**src/rtl/fpga_top_pkg.sv**
```systemverilog
`default_nettype none
// ============================================================================
// Module      : fpga_top_pkg
// Description : Shared types and constants for the fpga_top bring-up block.
//               Output source select encoding, rotator reset pattern and
//               the default prescaler ratio.
// Revision    : 1.0 - initial release
// ============================================================================
package fpga_top_pkg;

    // Output source select, taken from the two LSBs of the synchronized pins.
    typedef enum logic [1:0] {
        MODE_PASS   = 2'd0,
        MODE_COUNT  = 2'd1,
        MODE_ROTATE = 2'd2,
        MODE_EVENTS = 2'd3
    } mode_e;

    localparam logic [7:0] ROT_RESET        = 8'h01;
    localparam int         TICK_DIV_DEFAULT = 16;

endpackage : fpga_top_pkg
`default_nettype wire

```
**src/rtl/fpga_top_io_sync.sv**
```systemverilog
`default_nettype none
// ============================================================================
// Module      : io_sync
// Description : Two-flop synchronizer for a bus of independent asynchronous
//               bits. Each bit is synchronized on its own; no coherence
//               between bits is implied.
// Ports       : clk   - destination clock
//               rst   - asynchronous active-low reset (flops clear to 0)
//               d     - asynchronous input bits
//               q     - synchronized output bits
// Revision    : 1.0 - initial release
// ============================================================================
module io_sync #(
    parameter int WIDTH = 8
) (
    input  logic             clk,
    input  logic             rst,
    input  logic [WIDTH-1:0] d,
    output logic [WIDTH-1:0] q
);

    logic [WIDTH-1:0] r_meta;
    logic [WIDTH-1:0] r_sync;

    always_ff @(posedge clk or negedge rst) begin
        if (!rst) begin
            r_meta <= '0;
            r_sync <= '0;
        end else begin
            r_meta <= d;
            r_sync <= r_meta;
        end
    end

    assign q = r_sync;

endmodule : io_sync
`default_nettype wire

```
**src/rtl/fpga_top.sv**
```systemverilog
`default_nettype none
// ============================================================================
// Module      : fpga_top
// Description : FPGA bring-up top. Synchronizes eight input pins and drives
//               eight registered output pins from one of four sources chosen
//               by sync_in[1:0]: passthrough, tick counter, one-hot rotator,
//               or rising-edge count of sync_in[7]. All sources run all the
//               time; the mode only steers the output mux.
// Ports       : clk         - sole clock, rising edge
//               rst         - asynchronous active-low reset
//               input_pins  - asynchronous pins ([1:0] mode, [7] event)
//               output_pins - registered output pins
// Params      : TICK_DIV    - prescaler ratio (>= 2); one tick per TICK_DIV clks
// Macros      : FPGA_TOP_HEARTBEAT_EN - when defined, output_pins[7] carries a
//               heartbeat that toggles on every tick, in every mode.
// Revision    : 1.0 - initial release
// ============================================================================
module fpga_top
    import fpga_top_pkg::*;
#(
    parameter int TICK_DIV = TICK_DIV_DEFAULT
) (
    input  logic       clk,
    input  logic       rst,
    input  logic [7:0] input_pins,
    output logic [7:0] output_pins
);

    localparam int                  PRESC_W   = $clog2(TICK_DIV);
    localparam logic [PRESC_W-1:0]  PRESC_MAX = PRESC_W'(TICK_DIV - 1);

    logic [7:0]         w_sync_in;
    mode_e              w_mode;
    logic               w_tick;
    logic               w_event;
    logic [7:0]         w_mux;
    logic [7:0]         w_out_next;

    logic [PRESC_W-1:0] r_presc;
    logic [7:0]         r_count;
    logic [7:0]         r_rot;
    logic               r_evt_dly;
    logic [7:0]         r_events;
    logic [7:0]         r_out;

    io_sync #(
        .WIDTH (8)
    ) u_io_sync (
        .clk (clk),
        .rst (rst),
        .d   (input_pins),
        .q   (w_sync_in)
    );

    assign w_mode  = mode_e'(w_sync_in[1:0]);
    assign w_tick  = (r_presc == PRESC_MAX);
    assign w_event = w_sync_in[7] & ~r_evt_dly;

    // Prescaler: free-running 0..TICK_DIV-1, tick on the terminal count.
    always_ff @(posedge clk or negedge rst) begin
        if (!rst) begin
            r_presc <= '0;
        end else if (w_tick) begin
            r_presc <= '0;
        end else begin
            r_presc <= r_presc + 1'b1;
        end
    end

    // Tick-driven sources. Both advance regardless of the selected mode.
    always_ff @(posedge clk or negedge rst) begin
        if (!rst) begin
            r_count <= 8'h00;
            r_rot   <= ROT_RESET;
        end else if (w_tick) begin
            r_count <= r_count + 8'h01;
            r_rot   <= {r_rot[6:0], r_rot[7]};
        end
    end

    // Rising-edge counter on the synchronized event bit.
    always_ff @(posedge clk or negedge rst) begin
        if (!rst) begin
            r_evt_dly <= 1'b0;
            r_events  <= 8'h00;
        end else begin
            r_evt_dly <= w_sync_in[7];
            if (w_event) begin
                r_events <= r_events + 8'h01;
            end
        end
    end

    always_comb begin
        w_mux = w_sync_in;
        case (w_mode)
            MODE_PASS:   w_mux = w_sync_in;
            MODE_COUNT:  w_mux = r_count;
            MODE_ROTATE: w_mux = r_rot;
            MODE_EVENTS: w_mux = r_events;
            default:     w_mux = w_sync_in;
        endcase
    end

`ifdef FPGA_TOP_HEARTBEAT_EN
    logic r_heartbeat;

    always_ff @(posedge clk or negedge rst) begin
        if (!rst) begin
            r_heartbeat <= 1'b0;
        end else if (w_tick) begin
            r_heartbeat <= ~r_heartbeat;
        end
    end

    // Heartbeat owns bit 7 in every mode; it goes through the same output
    // register so its latency matches the other bits.
    assign w_out_next = {r_heartbeat, w_mux[6:0]};
`else
    assign w_out_next = w_mux;
`endif

    always_ff @(posedge clk or negedge rst) begin
        if (!rst) begin
            r_out <= 8'h00;
        end else begin
            r_out <= w_out_next;
        end
    end

    assign output_pins = r_out;

endmodule : fpga_top
`default_nettype wire

```
**config.mk**
```make
export PLATFORM = sky130hd
export DESIGN_NAME = fpga_top
export DESIGN_NICKNAME = d
export VERILOG_FILES = /design/src/rtl/fpga_top_pkg.sv /design/src/rtl/fpga_top_io_sync.sv /design/src/rtl/fpga_top.sv
export SDC_FILE = /design/constraint.sdc
export NUM_CORES = 1
export LEC_CHECK = 0
export BUFFER_PORTS_ARGS = -buffer_cell sky130_fd_sc_hd__buf_4
export CAP_MARGIN = 5
export CORE_MARGIN = 2
export CORE_UTILIZATION = 55
export DETAILED_ROUTE_END_ITERATION = 16
export PLACE_DENSITY = 0.75
export REMOVE_ABC_BUFFERS = 1
export SYNTH_ARGS = -nofsm -noshare
export SYNTH_HDL_FRONTEND = slang
export SYNTH_SLANG_ARGS = --single-unit
```
**constraint.sdc**
```tcl
create_clock -name clk -period 1.67 [get_ports clk]
set_clock_uncertainty 0.1 [all_clocks]
set_input_delay 0.334 -clock clk [delete_from_list [all_inputs] [get_ports clk]]
set_output_delay 0.334 -clock clk [all_outputs]
set_load 0.1 [all_outputs]
```
## Yosys cells after proc, flatten, opt, wreduce, memory -nomap -nowiden

Cells that the tools add are included.

- Register bits after elaboration: 53
- Word-level logic and storage cells: 20
- Bits of input ports: 10

- Equality and inequality tests: 4
- Add/subtract/negate cells: 3
- Reductions and logical operators: 1
- Bitwise operators: 2
- Multiplexer cells: 2

Operators with widths:

| kind | number |
|---|---|
| 8-bit case mux with 4 select lines | 1 |
| 8-bit by 1-bit adder with 8-bit output, second input constant | 2 |
| 4-bit by 1-bit adder with 4-bit output, second input constant | 1 |
| 2-bit == test, second input constant | 2 |
| 4-bit == test, second input constant | 1 |
| 4-bit 2-to-1 mux | 1 |
| 2-bit by 1-bit == test with 1-bit output, second input constant | 1 |
| 2-bit logical NOT | 1 |
| 1-bit bitwise AND | 1 |
| 1-bit NOT | 1 |

## Longest topological paths before layout

Gate-level depths: netlist of run 1.

- Depth after elaboration: 2
- Mapped depth: 5
- Gate-level depth less buffers: 4

## Cells and area by module

From an unflattened synthesis of run 1, not the netlist that was laid out.

- Cells, all modules: 144
- Area, all modules: 1994.4 um^2

By module, submodules not included:

| module | area each (um^2) | cells each | times used |
|---|---|---|---|
| fpga_top | 1594.0 | 128 | 1 |
| io_sync | 400.4 | 16 | 1 |

## Worst setup path after synthesis of run 1

No wires, ideal clock.

- Kind: reg-to-reg
- Start: register r_evt_dly
- End: register r_events[7]
- Data arrival time: 1.101 ns
- Slack: 0.347 ns
- Path buffers: 0
- Cell stages (with the launch flop): 4
- Required time: 1.447 ns
- Cells stage by stage: dfrtp_1 -> and4b_1 -> or3b_1 -> xnor2_1

- Longest elaborated chain between the ends: 2

RTL lines:

| item | line | source |
|---|---|---|
| start, declared | fpga_top.sv:42 | `logic r_evt_dly;` |
| start signal, assigned | fpga_top.sv:87 | `r_evt_dly <= w_sync_in[7];` |
| 1-bit NOT | fpga_top.sv:57 | `assign w_event = w_sync_in[7] & ~r_evt_dly;` |
| 1-bit bitwise AND | fpga_top.sv:57 |  |
| end signal, assigned | fpga_top.sv:89 | `r_events <= r_events + 8'h01;` |
| end, declared | fpga_top.sv:43 | `logic [7:0] r_events;` |

No other way between the ends.
A chain may end at the register's enable or synchronous reset.

## Worst setup path after layout of run 1

- Start: register r_presc[0]
- End: register r_count[6]

- Longest elaborated chain between the ends: 1

RTL lines:

| item | line | source |
|---|---|---|
| start, declared | fpga_top.sv:39 | `logic [PRESC_W-1:0] r_presc;` |
| start signal, assigned | fpga_top.sv:66 | `r_presc <= r_presc + 1'b1;` |
| 4-bit == test | fpga_top.sv:56 | `assign w_tick = (r_presc == PRESC_MAX);` |
| end signal, assigned | fpga_top.sv:76 | `r_count <= r_count + 8'h01;` |
| end, declared | fpga_top.sv:40 | `logic [7:0] r_count;` |

No other way between the ends.

==> results.sh, run 1 <==
export IMPL_synth_seq_cells=53
export IMPL_ctsRootBufferMaster="clkbuf_4"
export IMPL_peakVddDrop_mv=0.660
export IMPL_r2r_start="r_presc[0]"
export IMPL_rsz0062_at_grt="false"
export IMPL_crit_family="simple AND/OR/NAND/NOR gates"
export IMPL_insertion_delay_ps=360
export IMPL_grt_ovfl_total=0
export IMPL_synth_area_leaders="dfrtp_1, mux4_2, nand2_1, xnor2_1, xor2_1"
export IMPL_path_buf_inv=0
export IMPL_syn_area_um2=1960
export IMPL_drt_total_wl_um=3470
export IMPL_hp_class="reg2reg"
export IMPL_worst_path_max_fanout=11
export IMPL_cp_end_kind="flip-flop"
export IMPL_cpMaxStageDelayCell="dfrtp_1"
export IMPL_ant_nets=0
export IMPL_clockBufferDepth=2
export IMPL_grt_use_total=0.205
export IMPL_cts_tree="done"
export IMPL_status="completed"
export IMPL_yosysTopAreaCell="dfrtp_1"
export IMPL_fin_cells=220
export IMPL_synth_warnings=0
export IMPL_yosysSeqAreaShare=0.676
export IMPL_period_share=0.920
export IMPL_drc=0
export IMPL_fmax_mhz=651
export IMPL_viasPerCell=5.30
export IMPL_post_cts_buffers=0
export IMPL_start_kind="flip-flop"
export IMPL_synth_common_cells="dfrtp_1, nand2_1, xnor2_1"
export IMPL_arrival_ps=1690
export IMPL_finalPower_mw=2.80
export IMPL_core_um2=3390
export IMPL_ys_flop_type="dfrtp_1"
export IMPL_cp_required_ps=1820
export IMPL_grt_pass1_vias=1231
export IMPL_dp_cells=203
export IMPL_yosysMostFrequentCell="dfrtp_1"
export IMPL_cts_sinks=53
export IMPL_rows=21
export IMPL_async_flop_share=1.00
export IMPL_drt_initial_drc_count=89
export IMPL_portBuffers=17
export IMPL_power_density_nw_per_um2=1190
export IMPL_setup_tns_final_ps=0
export IMPL_synth_top_area_share=0.663
export IMPL_globalplace_congestion=0.793
export IMPL_diodes=0
export IMPL_dp_hpwl_um=2460
export IMPL_dpl_cell_area_um2=2140
export IMPL_antenna_found_initial=0
export IMPL_cts_inserted_buffers=5
export IMPL_finalMaxSlewViolations=0
export IMPL_path_cells="ha_1 > and3_2 > nand4_1 > xnor2_1"
export IMPL_drive_gt1_frac=0.224
export IMPL_die_w_um=63.7
export IMPL_wl_per_cell_um=15.8
export IMPL_hold_depth=0
export IMPL_period_needed_ps=1540
export IMPL_cts_htree_levels=2
export IMPL_crit_cells=4
export IMPL_final_core_util=0.691
export IMPL_ys_types=22
export IMPL_cpPeakStageDelay_ps=430
export IMPL_power_leakage_nw=1.11
export IMPL_start_util=0.579
export IMPL_ios=18
export IMPL_clk_pin_slew_ps=140
export IMPL_grt_start_max_net_pins=54
export IMPL_syn_inst=142
export IMPL_hold_viol=0
export IMPL_die_h_um=63.7
export IMPL_relSlewSlack=0.579
export IMPL_drv_cap=0
export IMPL_synth_edf_count=0
export IMPL_critPathKind="reg2reg"
export IMPL_grt_pass1_wl_um=6150
export IMPL_worstMarginPinSlew_ps=631
export IMPL_fin_area_um2=2340
export IMPL_min_delay_start="u_io_sync.r_meta[2]"
export IMPL_dieArea_um2=4060
export IMPL_via_count=1166
export IMPL_drtPass1Iterations=4
export IMPL_setup_viol=0
export IMPL_area_growth_pct=19.3
export IMPL_syn_avg_cell_area_um2=13.8
export IMPL_rr_worst_depth=4
export IMPL_final_nets=186
export IMPL_startpoint="r_presc[0]"
flip-flops by register name, summed over array words and instances (netlist names):
signal            cells
r_presc               4
output_pins           8
r_evt_dly             1
u_io_sync.q           8
u_io_sync.r_meta      8
r_events              8
r_rot                 8
r_count               8
through the flow:
step	hold WS, ps	worst slack, ps
floorplan	-61.6	191
global placement	231	198
detailed placement	236	97.3
CTS	269	61.8
global route	279	32.1
finish	261	134
layout by cell type (no fill, tap or decap):
cell type,count
dlygate4sd3_1,9
a22o_1,2
ha_1,3
nand2_1,30
a21oi_1,1
and4b_1,1
clkinv_2,1
nand3_1,2
and3_2,1
and3_1,1
dfstp_2,1
mux4_2,6
xnor2_1,10
nand3b_1,1
nor2_1,3
clkbuf_4,5
o21ai_0,2
nand3_2,1
dfrtp_1,52
xor2_1,5
bufinv_16,2
or3b_1,1
nand4_1,6
buf_4,19
nor2b_1,2
mux2_2,3
nor3_1,2
inv_1,2
area by class of cell:
type | count | area, um2
Multi-Input combinational cell | 83 | 614
Sequential cell | 53 | 1330
Fill cell | 249 | 1050
Clock buffer | 5 | 37.5
Tap cell | 46 | 57.6
Inverter | 2 | 7.51
Timing Repair Buffer | 28 | 233
Clock inverter | 3 | 65.1
routing by layer:
| layer | vias to the layer above | GRT usage | wire length, um |
|---|---|---|---|
| li1 | 543 | - | - |
| met1 | 595 | 0.274 | 1520 |
| met2 | 25 | 0.341 | 1810 |
| met3 | 3 | 0.0634 | 120 |
| met4 | 0 | 0.0326 | 10 |
| met5 | - | 0 | 0 |
logic make-up (layout without fill, tap and decap cells):
group / count (synthesis) / count (layout) / synth area share
AOI/OAI and AO/OA: 5 / 5 / 0.0166
muxes: 9 / 9 / 0.0860
adders and majority gates: 3 / 3 / 0.0191
DFF: 53 / 53 / 0.676
buffers and inverters: 6 / 38 / 0.0140
xor gates and xnor gates: 15 / 15 / 0.0669
and+or+nand+nor: 51 / 51 / 0.121
power by group:
part / total, mW / switching [mW] / internal (mW)
clock: 0.843 / 0.379 / 0.464
sequential: 1.52 / 0.124 / 1.39
combinational: 0.438 / 0.277 / 0.161
total: 2.80 / 0.780 / 2.02
what timing repair did:
| action | in CTS | in global routing |
|---|---|---|
| gates resized for setup | 0 | 2 |
| endpoints found under the hold margin | 60 | 0 |
| hold buffers | 9 | 0 |
| setup endpoints to repair | 0 | 6 |
path summary, 6_finish.rpt:
path	endpoint	slack (ps)
setup reg to reg	r_count[6]	130
min in group asynchronous	output_pins[1]	410
setup / recovery	r_count[6]	130
hold / removal	u_io_sync.q[2]	260
hold reg to reg	u_io_sync.q[2]	260
max in group asynchronous	u_io_sync.r_meta[6]	630
(Power assumes the default switching activity.)
==> run 2: changes to the inputs <==
--- a/config.mk
+++ b/config.mk
@@ -7,11 +7,13 @@
 export LEC_CHECK = 0
 export BUFFER_PORTS_ARGS = -buffer_cell sky130_fd_sc_hd__buf_4
 export CAP_MARGIN = 5
+export CORE_ASPECT_RATIO = 1.4
 export CORE_MARGIN = 2
 export CORE_UTILIZATION = 55
 export DETAILED_ROUTE_END_ITERATION = 16
 export PLACE_DENSITY = 0.75
 export REMOVE_ABC_BUFFERS = 1
+export SETUP_SLACK_MARGIN = 0.15
 export SYNTH_ARGS = -nofsm -noshare
 export SYNTH_HDL_FRONTEND = slang
 export SYNTH_SLANG_ARGS = --single-unit
==> run 2 against run 1 <==
Net effect:
- cell count decreased by 6.4%
- power increased by 0.17%
- utilization decreased by 2.6 points
- flip-flop and latch count unchanged
- register-to-register slack improved by 110 ps
- first-iteration DRC count decreased by 78%
- critical path type unchanged
- critical endpoint is now r_rot[4]
- largest cell class unchanged
- highest routed layer unchanged
==> results.sh, run 2 (same netlist as run 1, synthesis figures left out) <==
export IMPL_drc=0
export IMPL_wl_per_cell_um=14.6
export IMPL_period_share=0.852
export IMPL_start_util=0.576
export IMPL_seq_area_um2=1330
export IMPL_grt_ovfl_total=0
export IMPL_drt_initial_drc_count=20
export IMPL_dieArea_um2=4070
export IMPL_portBuffers=17
export IMPL_clockBufferDepth=2
export IMPL_insertion_delay_ps=300
export IMPL_drtPass1Iterations=4
export IMPL_hold_path_endpoint="u_io_sync.r_meta[7]"
export IMPL_cpMaxStageDelayCell="dfrtp_1"
export IMPL_hold_depth=1
export IMPL_antenna_found_initial=0
export IMPL_power_leakage_nw=1.08
export IMPL_dp_hpwl_um=2220
export IMPL_setup_viol=0
export IMPL_power_density_nw_per_um2=1240
export IMPL_die_h_um=74.7
export IMPL_relSlewSlack=0.579
export IMPL_period_needed_ps=1420
export IMPL_die_w_um=54.5
export IMPL_core_um2=3410
export IMPL_arrival_ps=1520
export IMPL_min_delay_start="input_pins[7]"
export IMPL_cp_end_kind="flip-flop"
export IMPL_peakVddDrop_mv=0.948
export IMPL_multi_input_area_um2=609
export IMPL_cp_required_ps=1770
export IMPL_num_fill_cells=250
export IMPL_cts_inserted_buffers=5
export IMPL_cp_common_cell="nand2_1"
export IMPL_place_ws_ps=212
export IMPL_rr_worst_depth=5
export IMPL_final_nets=178
export IMPL_drv_cap=0
export IMPL_via_count=1108
export IMPL_grt_use_total=0.189
export IMPL_fin_ws_ps=247
export IMPL_final_common_cell="dfrtp_1"
export IMPL_r2r_end="r_rot[4]"
export IMPL_diodes=0
export IMPL_fmax_mhz=703
export IMPL_hp_class="in2reg"
export IMPL_reg2reg_slack_ps=250
export IMPL_grt_start_max_net_pins=54
export IMPL_cts_sinks=53
export IMPL_grt_pass1_wl_um=5270
export IMPL_rsz0062_at_grt="false"
export IMPL_grt_pass1_vias=1150
export IMPL_worstMarginPinSlew_ps=631
export IMPL_cts_htree_levels=2
export IMPL_ios=18
export IMPL_area_growth_pct=15.5
export IMPL_layout_common_cells="dfrtp_1, nand2_1, buf_4"
export IMPL_critPathKind="reg2reg"
export IMPL_drt_total_wl_um=3010
export IMPL_cpPeakStageDelay_ps=410
export IMPL_setup_tns_final_ps=0
export IMPL_path_cells="ha_1 > and3_2 > buf_4 > nand2_1 > nand2_1"
export IMPL_start_kind="flip-flop"
export IMPL_clk_pin_slew_ps=90
export IMPL_hold_viol=0
export IMPL_worst_path_max_fanout=9
export IMPL_drive_gt1_frac=0.229
export IMPL_cts_tree="done"
export IMPL_finalMaxSlewViolations=0
export IMPL_ctsRootBufferMaster="clkbuf_8"
export IMPL_r2r_start="r_presc[0]"
export IMPL_globalplace_congestion=0.792
export IMPL_status="completed"
export IMPL_rows=25
export IMPL_viasPerCell=5.38
export IMPL_ant_nets=0
## run 2: cell types whose count changed in the layout (fill, tap and decap cells not counted), sizes merged
cell / previous run / this run
bufinv: 2 / 1
clkbuf: 5 / 6
clkinv: 1 / 0
clkinvlp: 0 / 1
dlygate4sd3: 9 / 1
## run 2: repair_timing
action | CTS | global route
endpoints found under the setup margin | 0 | 3
gates resized for setup | 0 | 1
buffers inserted | 0 | 0
hold buffers | 1 | 0
endpoints found under the hold margin | 52 | 0
## run 2: cell type report
class / instances / area share
Clock buffer: 6 / 0.0364
Tap cell: 40 / 0.0221
Sequential cell: 53 / 0.586
Timing Repair Buffer: 20 / 0.0673
Clock inverter: 2 / 0.0166
Inverter: 2 / 0.00331
Multi-Input combinational cell: 83 / 0.269
## run 2: worst max path at each step
stage	startpoint	to	slack, ps	cells after the start
detailed placement	r_presc[0]	r_count[4]	210	4
finish	r_presc[0]	r_rot[4]	250	5
global route	r_presc[0]	r_count[7]	150	4
global placement	u_io_sync.q[1]	output_pins[0]	250	2
floorplan	r_presc[0]	r_count[5]	190	4
CTS	r_presc[0]	r_count[4]	200	4
## run 2: power breakdown
| group | internal, mW | switching, mW |
|---|---|---|
| combinational | 0.150 | 0.269 |
| sequential | 1.39 | 0.114 |
| clock | 0.487 | 0.390 |
## run 2: layer usage
metal  global-route usage  routed length [um]  vias up
met5                    0                   0        -
li1                     -                   -      524
met4               0.0972                  77        0
met2                0.293                1610       14
met1                0.239                1230      562
met3               0.0575                  91        8
## run 2: per-stage QoR
stage / hold WS, ps / utilization / power [mW] / instance area, um2 / instances
finish: 30.9 / 0.665 / 2.80 / 2270 / 206
detailed placement: 235 / 0.626 / 1.95 / 2140 / 197
CTS: 18.9 / 0.665 / 2.84 / 2270 / 206
global route: 7.60 / 0.665 / 2.94 / 2270 / 206
floorplan: -61.6 / - / 1.82 / 1940 / 138
global placement: 234 / 0.626 / 1.94 / 2140 / 197
## run 2: critical path: cells and delay by family (launching register included)
family,cells,cell delay [ps]
simple gates,3,390
buf+inv,1,170
fa+ha+maj,1,250
flops,1,410
==> run 3: changes to the inputs <==
--- a/config.mk
+++ b/config.mk
@@ -9,9 +9,9 @@
 export CAP_MARGIN = 5
 export CORE_ASPECT_RATIO = 1.4
 export CORE_MARGIN = 2
-export CORE_UTILIZATION = 55
+export CORE_UTILIZATION = 57
 export DETAILED_ROUTE_END_ITERATION = 16
-export PLACE_DENSITY = 0.75
+export PLACE_DENSITY = 0.77
 export REMOVE_ABC_BUFFERS = 1
 export SETUP_SLACK_MARGIN = 0.15
 export SYNTH_ARGS = -nofsm -noshare
==> run 3 against run 2 <==
Net effect:
- via count increased by 1.2%
- wire length up 14%
- critical endpoint is now r_events[7]
- sequential power barely moved
- worst hold slack worse by 12 ps
- critical path depth fell by 2
- die area shrank 3.3%
- largest cell class unchanged
- clock power rose by 2.5%
==> results.sh, run 3 (same netlist as run 1, synthesis figures left out) <==
export IMPL_viasPerCell=5.44
export IMPL_die_w_um=53.6
export IMPL_cts_tree="done"
export IMPL_cp_end_kind="flip-flop"
export IMPL_ctsRootBufferMaster="clkbuf_8"
export IMPL_num_fill_cells=218
export IMPL_grt_start_max_net_pins=54
export IMPL_crit_family="simple AND/OR/NAND/NOR gates"
export IMPL_dp_hpwl_um=2390
export IMPL_fin_cells=206
export IMPL_top_usage_layer="met2"
export IMPL_relSlewSlack=0.566
export IMPL_dieArea_um2=3940
export IMPL_drive_gt1_frac=0.253
export IMPL_setup_tns_final_ps=0
export IMPL_rsz0062_at_grt="false"
export IMPL_rows=25
export IMPL_finalPower_mw=2.84
export IMPL_grt_pass1_vias=1218
export IMPL_worstMarginPinSlew_ps=651
export IMPL_fin_ws_ps=206
export IMPL_antenna_found_initial=0
export IMPL_via_count=1121
export IMPL_path_buf_inv=0
export IMPL_grt_use_total=0.212
export IMPL_grtUsageMet1=0.259
export IMPL_insertion_delay_ps=310
export IMPL_globalplace_congestion=0.800
export IMPL_start_util=0.587
export IMPL_hold_ws_ps=18.4
export IMPL_period_needed_ps=1460
export IMPL_power_leakage_nw=1.07
export IMPL_status="completed"
export IMPL_cts_sinks=53
export IMPL_clockBufferDepth=2
export IMPL_cts_htree_levels=2
export IMPL_critPathKind="reg2reg"
export IMPL_cp_required_ps=1770
export IMPL_finalMaxSlewViolations=0
export IMPL_area_growth_pct=16.6
export IMPL_cpPeakStageDelay_ps=440
export IMPL_drt_total_wl_um=3440
export IMPL_ant_nets=0
export IMPL_drtPass1Iterations=4
export IMPL_wl_per_cell_um=16.7
export IMPL_drv_cap=0
export IMPL_fmax_mhz=683
export IMPL_power_density_nw_per_um2=1240
export IMPL_grt_pass1_wl_um=5660
export IMPL_hp_class="in2reg"
export IMPL_seq_area_um2=1330
export IMPL_period_share=0.877
export IMPL_path_cells="and4b_1 > or3b_1 > xnor2_1"
export IMPL_portBuffers=17
export IMPL_drt_initial_drc_count=41
export IMPL_cts_inserted_buffers=5
export IMPL_worst_path_max_fanout=4
export IMPL_final_nets=178
export IMPL_grt_ovfl_total=0
export IMPL_final_common_cell="dfrtp_1"
export IMPL_ios=18
export IMPL_cpMaxStageDelayCell="dfrtp_1"
export IMPL_peakVddDrop_mv=0.846
export IMPL_diodes=0
export IMPL_clk_pin_slew_ps=90
export IMPL_setup_viol=0
export IMPL_multi_input_area_um2=631
export IMPL_core_um2=3350
export IMPL_arrival_ps=1570
export IMPL_hold_viol=0
export IMPL_layout_common_cells="dfrtp_1, nand2_1, buf_4"
export IMPL_dp_cells=197
export IMPL_start_kind="flip-flop"
export IMPL_met3_usage=0.0610
export IMPL_place_ws_ps=127
export IMPL_use_met2=0.331
export IMPL_die_h_um=73.4
export IMPL_drc=0
## run 3: layout make-up
cell class,count,share of cell area
Clock buffer,6,0.0361
Clock inverter,2,0.0164
Tap cell,40,0.0219
Inverter,2,0.00328
Timing Repair Buffer,20,0.0667
Multi-Input combinational cell,83,0.276
Sequential cell,53,0.580
## run 3: per-stage QoR
| step | cell area, um2 | util |
|---|---|---|
| detailed placement | 2140 | 0.638 |
| finish | 2290 | 0.684 |
| global placement | 2140 | 0.638 |
| global route | 2290 | 0.684 |
| floorplan | 1940 | - |
| CTS | 2270 | 0.679 |
## run 3: path summary, 6_finish.rpt
path	end	cells past startpoint	slack, ps	start
setup / recovery	r_events[7]	3	210	r_events[0]
hold / removal	u_io_sync.r_meta[5]	1	20	input_pins[5]
setup reg to reg	r_events[7]	3	210	r_events[0]
hold reg to reg	u_io_sync.q[3]	0	250	u_io_sync.r_meta[3]
max in group asynchronous	u_io_sync.r_meta[2]	2	550	rst
min in group asynchronous	r_events[0]	2	480	rst
## run 3: timing repair
action	4_1_cts	5_1_grt
buffers inserted	0	0
hold buffers	1	0
pin swaps	0	0
gates resized for setup	2	4
endpoints found under the setup margin	3	13
hold endpoints to repair	52	0
## run 3: power by group
group,leakage (nW),switching (mW),internal [mW]
sequential,0.666,0.120,1.39
combinational,0.350,0.276,0.150
clock,0.0574,0.412,0.487
total,1.07,0.809,2.03
## run 3: routing by layer
| metal | up-vias | routed length [um] |
|---|---|---|
| li1 | 525 | - |
| met3 | 10 | 110 |
| met2 | 20 | 1820 |
| met4 | 0 | 102 |
| met1 | 566 | 1400 |
| met5 | - | 0 |
